==> config.mk <==
export PLATFORM = sky130hd
export DESIGN_NAME = abot_hbridge_ctrl
export DESIGN_NICKNAME = d
export VERILOG_FILES = /design/src/rtl/abot_hbridge_ctrl.sv
export SDC_FILE = /design/constraint.sdc
export NUM_CORES = 1
export LEC_CHECK = 0
export CORE_ASPECT_RATIO = 1.75
export CORE_UTILIZATION = 45
export CTS_BUF_LIST = sky130_fd_sc_hd__clkbuf_4
export CTS_CLUSTER_DIAMETER = 150
export CTS_CLUSTER_SIZE = 40
export DETAILED_ROUTE_END_ITERATION = 6
export GPL_TIMING_DRIVEN = 0
export PLACE_DENSITY_LB_ADDON = 0.05
export SYNTH_ARGS = -nofsm -noshare
export SYNTH_HDL_FRONTEND = slang
export SYNTH_SLANG_ARGS = --single-unit
export TNS_END_PERCENT = 20
==> constraint.sdc <==
create_clock -name clk -period 5.2 [get_ports clk]
set_clock_uncertainty 0.1 [all_clocks]
set_input_delay 1.3 -clock clk [delete_from_list [all_inputs] [get_ports clk]]
set_output_delay 1.3 -clock clk [all_outputs]
set_load 0.01 [all_outputs]
==> src/rtl/abot_hbridge_ctrl.sv <==
// abot_hbridge_ctrl
// Converts per-channel PWM/direction pairs into H-bridge IN1/IN2 drives.
// A dead interval (both half-bridge inputs low) is inserted after reset,
// after enable rises, after a fault is cleared and on every direction
// change, so the bridge never sees a shoot-through or an abrupt reversal.
// A driver fault is synchronised, latched, and forces all bridges off
// until software clears it while the fault line is high again.
module abot_hbridge_ctrl #(
  parameter int NUM_CH       = 2,
  parameter int DEADTIME_CYC = 500
) (
  input  logic              clk,
  input  logic              reset,
  input  logic              enable,
  input  logic [NUM_CH-1:0] pwm_in,
  input  logic [NUM_CH-1:0] dir_in,
  input  logic              fault_n,
  input  logic              fault_clr,
  output logic [NUM_CH-1:0] hb_in1,
  output logic [NUM_CH-1:0] hb_in2,
  output logic [NUM_CH-1:0] dead_active,
  output logic              fault_latched
);

  localparam int CNT_W = $clog2(DEADTIME_CYC + 1);
  // DEAD exits on the cycle it sees zero, so loading N-1 gives N dead cycles.
  localparam logic [CNT_W-1:0] CNT_LOAD = CNT_W'(DEADTIME_CYC - 1);

  typedef enum logic [0:0] {
    ST_DEAD  = 1'b0,
    ST_DRIVE = 1'b1
  } ch_state_t;

  logic [NUM_CH-1:0] pwm_r;
  logic [NUM_CH-1:0] dir_r;
  logic              fault_meta_r;
  logic              fault_s;
  logic              fault_latched_r;
  logic              kill_s;

  // Register the PWM and direction inputs once.
  always_ff @(posedge clk) begin
    if (reset) begin
      pwm_r <= {NUM_CH{1'b0}};
      dir_r <= {NUM_CH{1'b0}};
    end else begin
      pwm_r <= pwm_in;
      dir_r <= dir_in;
    end
  end

  // Two-flop synchroniser for the asynchronous fault line (idle high).
  always_ff @(posedge clk) begin
    if (reset) begin
      fault_meta_r <= 1'b1;
      fault_s      <= 1'b1;
    end else begin
      fault_meta_r <= fault_n;
      fault_s      <= fault_meta_r;
    end
  end

  // Sticky fault flag: an active fault always wins over a clear request.
  always_ff @(posedge clk) begin
    if (reset) begin
      fault_latched_r <= 1'b0;
    end else if (!fault_s) begin
      fault_latched_r <= 1'b1;
    end else if (fault_clr) begin
      fault_latched_r <= 1'b0;
    end else begin
      fault_latched_r <= fault_latched_r;
    end
  end

  // Shared shutdown condition; includes the raw synchronised fault so the
  // bridges turn off in the same cycle the latch is being set.
  always_comb begin
    kill_s = ~enable | fault_latched_r | ~fault_s;
  end

  assign fault_latched = fault_latched_r;

  for (genvar g = 0; g < NUM_CH; g++) begin : g_ch
    ch_state_t        state_r;
    ch_state_t        state_nxt;
    logic [CNT_W-1:0] cnt_r;
    logic [CNT_W-1:0] cnt_nxt;
    logic             dir_act_r;
    logic             dir_act_nxt;
    logic             in1_nxt;
    logic             in2_nxt;
    logic             in1_r;
    logic             in2_r;
    logic             dead_r;

    // Next-state and next-output logic for one channel.
    always_comb begin
      state_nxt   = state_r;
      cnt_nxt     = cnt_r;
      dir_act_nxt = dir_act_r;
      in1_nxt     = 1'b0;
      in2_nxt     = 1'b0;
      case (state_r)
        ST_DEAD: begin
          if (kill_s) begin
            cnt_nxt = CNT_LOAD;
          end else if (cnt_r == {CNT_W{1'b0}}) begin
            state_nxt   = ST_DRIVE;
            dir_act_nxt = dir_r[g];
          end else begin
            cnt_nxt = cnt_r - CNT_W'(1);
          end
        end
        ST_DRIVE: begin
          if (kill_s || (dir_r[g] != dir_act_r)) begin
            // Outputs already forced low this cycle, before the new
            // direction could ever reach the bridge.
            state_nxt = ST_DEAD;
            cnt_nxt   = CNT_LOAD;
          end else begin
            in1_nxt = pwm_r[g] & ~dir_act_r;
            in2_nxt = pwm_r[g] &  dir_act_r;
          end
        end
        default: begin
          state_nxt = ST_DEAD;
          cnt_nxt   = CNT_LOAD;
        end
      endcase
    end

    // State, counter and registered bridge outputs for one channel.
    always_ff @(posedge clk) begin
      if (reset) begin
        state_r   <= ST_DEAD;
        cnt_r     <= CNT_LOAD;
        dir_act_r <= 1'b0;
        in1_r     <= 1'b0;
        in2_r     <= 1'b0;
        dead_r    <= 1'b1;
      end else begin
        state_r   <= state_nxt;
        cnt_r     <= cnt_nxt;
        dir_act_r <= dir_act_nxt;
        in1_r     <= in1_nxt;
        in2_r     <= in2_nxt;
        dead_r    <= (state_nxt == ST_DEAD);
      end
    end

    assign hb_in1[g]      = in1_r;
    assign hb_in2[g]      = in2_r;
    assign dead_active[g] = dead_r;
  end

endmodule
==> results.yml <==
run_status:
  outcome: "completed"
critical_path:
  r2r_end: "g_ch[1].cnt_r[7]"
  worst-r2r-setup-slack_ns: 3.06
  cp.arrival_ns: 3.25
  critPathKind: "input pin to flip-flop"
  worst_path_largest_cell_delay_ns: 0.61
  worst_setup_path_start_kind: "input pin"
  crit_slowest_cell: "or4_2"
  reg2reg_from: "g_ch[1].cnt_r[0]"
  crit_path_cell_trace: "clkdlybuf4s50_1, nand4bb_1, a21o_1, or4_2, nand2_1"
  critical_path_required_ns: 5.38
  reg2regPathDepth: 7
  path_max_fanout: 7
  worstSetupEndpointType: "flip-flop"
global_route:
  antenna_found_initial: 0
  grt_util_all_layers: 0.210
  grt_max_degree: 11
  grt_pass1_vias: 1369
  overflow: 0
  grt_pass1_wl_mm: 5.66
yosys:
  synth_ff_type: "dfxtp_1"
  yosysTopAreaCell: "dfxtp_1"
  synth-seq-cells: 35
  synthArstFlopShare: 0
  synth_common_cells: "dfxtp_1, nor2_1, o21ai_0, nand2_1, nor3_1"
  yosysUniqueCellTypes: 40
  yosysSeqAreaShare: 0.445
  synth_top_cell_area_share: 0.445
  synth_edf_count: 0
  syn-num-nets: 181
  ys_warn_count: 0
  syn_area_um2: 1570
  synth_most_common_cell: "dfxtp_1"
  synth.avg_cell_area_um2: 9.26
  synthCells: 170
  synth_area_leaders: "dfxtp_1, nor2_1, o21ai_0"
routing:
  ant_nets: 0
  drc: 0
  vias: 1347
  wl_per_cell_um: 14.5
  routed_wl_mm: 3.44
  viasPerCell: 5.66
  drt_iter0_drc: 39
  firstDrtPassIters: 4
clock_tree:
  clk_pin_slew_ns: 0.10
  cts_resized: 0
  cts_hold_buffers: 0
  h-tree-depth: 2
  clkSinkCount: 35
  clk_path_buf_depth: 2
  cts_setup_buffers: 0
  cts-root-buf: "clkbuf_4"
  cts_tree: "yes"
  clkLatencyLatePin_ns: 0.33
  numCtsBuffers: 5
power:
  total_power_mw: 0.450
  ir_drop_mv: 0.195
  cellLeakagePower_nw: 0.730
  switching_share: 0.228
  pwr_density_cell_nw_per_um2: 245
  power_frac_clock: 0.331
  p_int_mw: 0.347
  p_comb_frac: 0.057
  p_sw_mw: 0.103
  p_seq_frac: 0.613
timing:
  setup_slack_ns: 2.13
  drv_slew: 0
  max_slew.worst_pin.slew_ns: 0.656
  setup_viol: 0
  period_minus_slack_ns: 3.07
  maxSlewHeadroom: 0.561
  max_freq_ghz: 0.325
  finalHoldViolations: 0
  rsz0062_at_grt: "no"
  setup_tns_ns: 0
  final.period_utilization: 0.591
min_path:
  holdPathEnd: "fault_s"
  min_path_cells: 1
  worstHoldPathType: "flip-flop to flip-flop"
  hold_start: "fault_meta_r"
floorplanning:
  boundaryPins: 16
  chipHeight_um: 80.2
  die_width_um: 46.7
  start_util: 0.468
  dieArea_um2: 3750
  coreArea_um2: 3360
  num_rows: 28
placement:
  portBuffers: 15
  pre_cts_ws_ns: 1.78
  place_congestion: 0.760
  place_hpwl_mm: 2.68
layout:
  nNetsFinal: 203
  drive_above_1_share: 0.145
  area_growth_pct: 16.8
  fillers: 352
  diodes: 0
run:
  maxCapViolCount: 0
## registers in the layout (all words and copies together) (netlist names)
signal	cells
dir_r	2
fault_s	1
g_ch.in1_r	2
pwm_r	2
g_ch.state_r	2
g_ch.in2_r	2
g_ch.dir_act_r	2
g_ch.dead_r	2
fault_meta_r	1
g_ch.cnt_r	18
fault_latched	1
## metrics by stage
| stage | instances | utilization | instance area, µm² | hold WS [ns] |
|---|---|---|---|---|
| after CTS | 238 | 0.547 | 1840 | 0.312 |
| after global routing | 238 | 0.547 | 1840 | 0.349 |
| after global placement | 230 | 0.529 | 1780 | 0.294 |
| final | 238 | 0.547 | 1840 | 0.315 |
| after detailed placement | 230 | 0.529 | 1780 | 0.303 |
| after floorplan | 170 | - | 1570 | 0.289 |
## power by group through the flow
stage	Combinational [mW]	Clock, mW	Sequential, mW
floorplan	0.0132	0	0.281
global placement	0.0244	0	0.281
detailed placement	0.0254	0	0.282
CTS	0.0254	0.157	0.276
global route	0.0278	0.170	0.276
finish	0.0255	0.149	0.276
## logic make-up (layout without fill, tap and decap cells)
logic type / count (synthesis) / count (layout) / synth area share
xor gates and xnor gates: 2 / 2 / 0.0111
and+or+nand+nor: 75 / 75 / 0.300
adders and majority gates: 2 / 2 / 0.0159
DFF: 35 / 35 / 0.445
buffers and inverters: 17 / 40 / 0.0612
muxes: 3 / 3 / 0.0191
AOI/OAI and AO/OA: 36 / 36 / 0.147
## worst max path at each step
stage	startpoint	to	slack (ns)	depth (start not counted)
3_5_place_dp	reset	g_ch[0].cnt_r[2]	1.78	5
2_1_floorplan	reset	g_ch[0].cnt_r[2]	2.61	4
3_3_place_gp	reset	g_ch[0].cnt_r[2]	1.84	5
6_report	reset	g_ch[0].cnt_r[2]	2.13	5
5_1_grt	reset	g_ch[0].cnt_r[2]	2.08	5
4_1_cts	reset	g_ch[0].cnt_r[2]	2.14	5
## cells in the final DEF (no fill, tap or decap), drive strengths merged
| master | count |
|---|---|
| or3 | 1 |
| nor4 | 2 |
| o211ai | 6 |
| o2111ai | 1 |
| or2 | 4 |
| or3b | 1 |
| a21o | 3 |
| and4bb | 1 |
| dfxtp | 35 |
| clkbuf | 8 |
| and4b | 2 |
| inv | 7 |
| nand2 | 8 |
| nor2b | 4 |
| a21oi | 5 |
| nor3b | 3 |
| o21ai | 12 |
| a41oi | 1 |
| a211oi | 2 |
| mux2i | 3 |
| nand3b | 5 |
| or4 | 7 |
| nor3 | 8 |
| a31oi | 2 |
| ha | 2 |
| clkdlybuf4s50 | 15 |
| nand4b | 3 |
| nor2 | 17 |
| xor2 | 2 |
| nand4bb | 2 |
| and4 | 2 |
| nand3 | 4 |
| o31ai | 4 |
| buf | 9 |
| nand2b | 1 |
| clkinv | 1 |
## worst max-delay path: cells and delay by family
family / cells / cell delay (ns)
AO/OA/AOI/OAI: 1 / 0.29
buffers and inverters: 1 / 0.55
AND/OR/NAND/NOR: 3 / 1.10
## cell type report
class | instances | area (µm²) | share of cell area
Clock inverter | 1 | 5.00 | 0.00272
Multi-Input combinational cell | 118 | 777 | 0.423
Timing Repair Buffer | 15 | 150 | 0.0817
Tap cell | 45 | 56.3 | 0.0306
Sequential cell | 35 | 701 | 0.381
Clock buffer | 7 | 52.6 | 0.0286
Inverter | 7 | 26.3 | 0.0143
Buffer | 10 | 70.1 | 0.0381
## per-layer routing
layer,wire [µm],vias to the layer above,part of all wire,global-route usage
li1,-,665,-,-
met3,73,6,0.021,0.0472
met1,1240,660,0.36,0.191
met4,74,0,0.021,0.117
met2,2060,16,0.60,0.392
met5,0,-,0,0
Note: power is estimated with default switching activity, not from simulation.
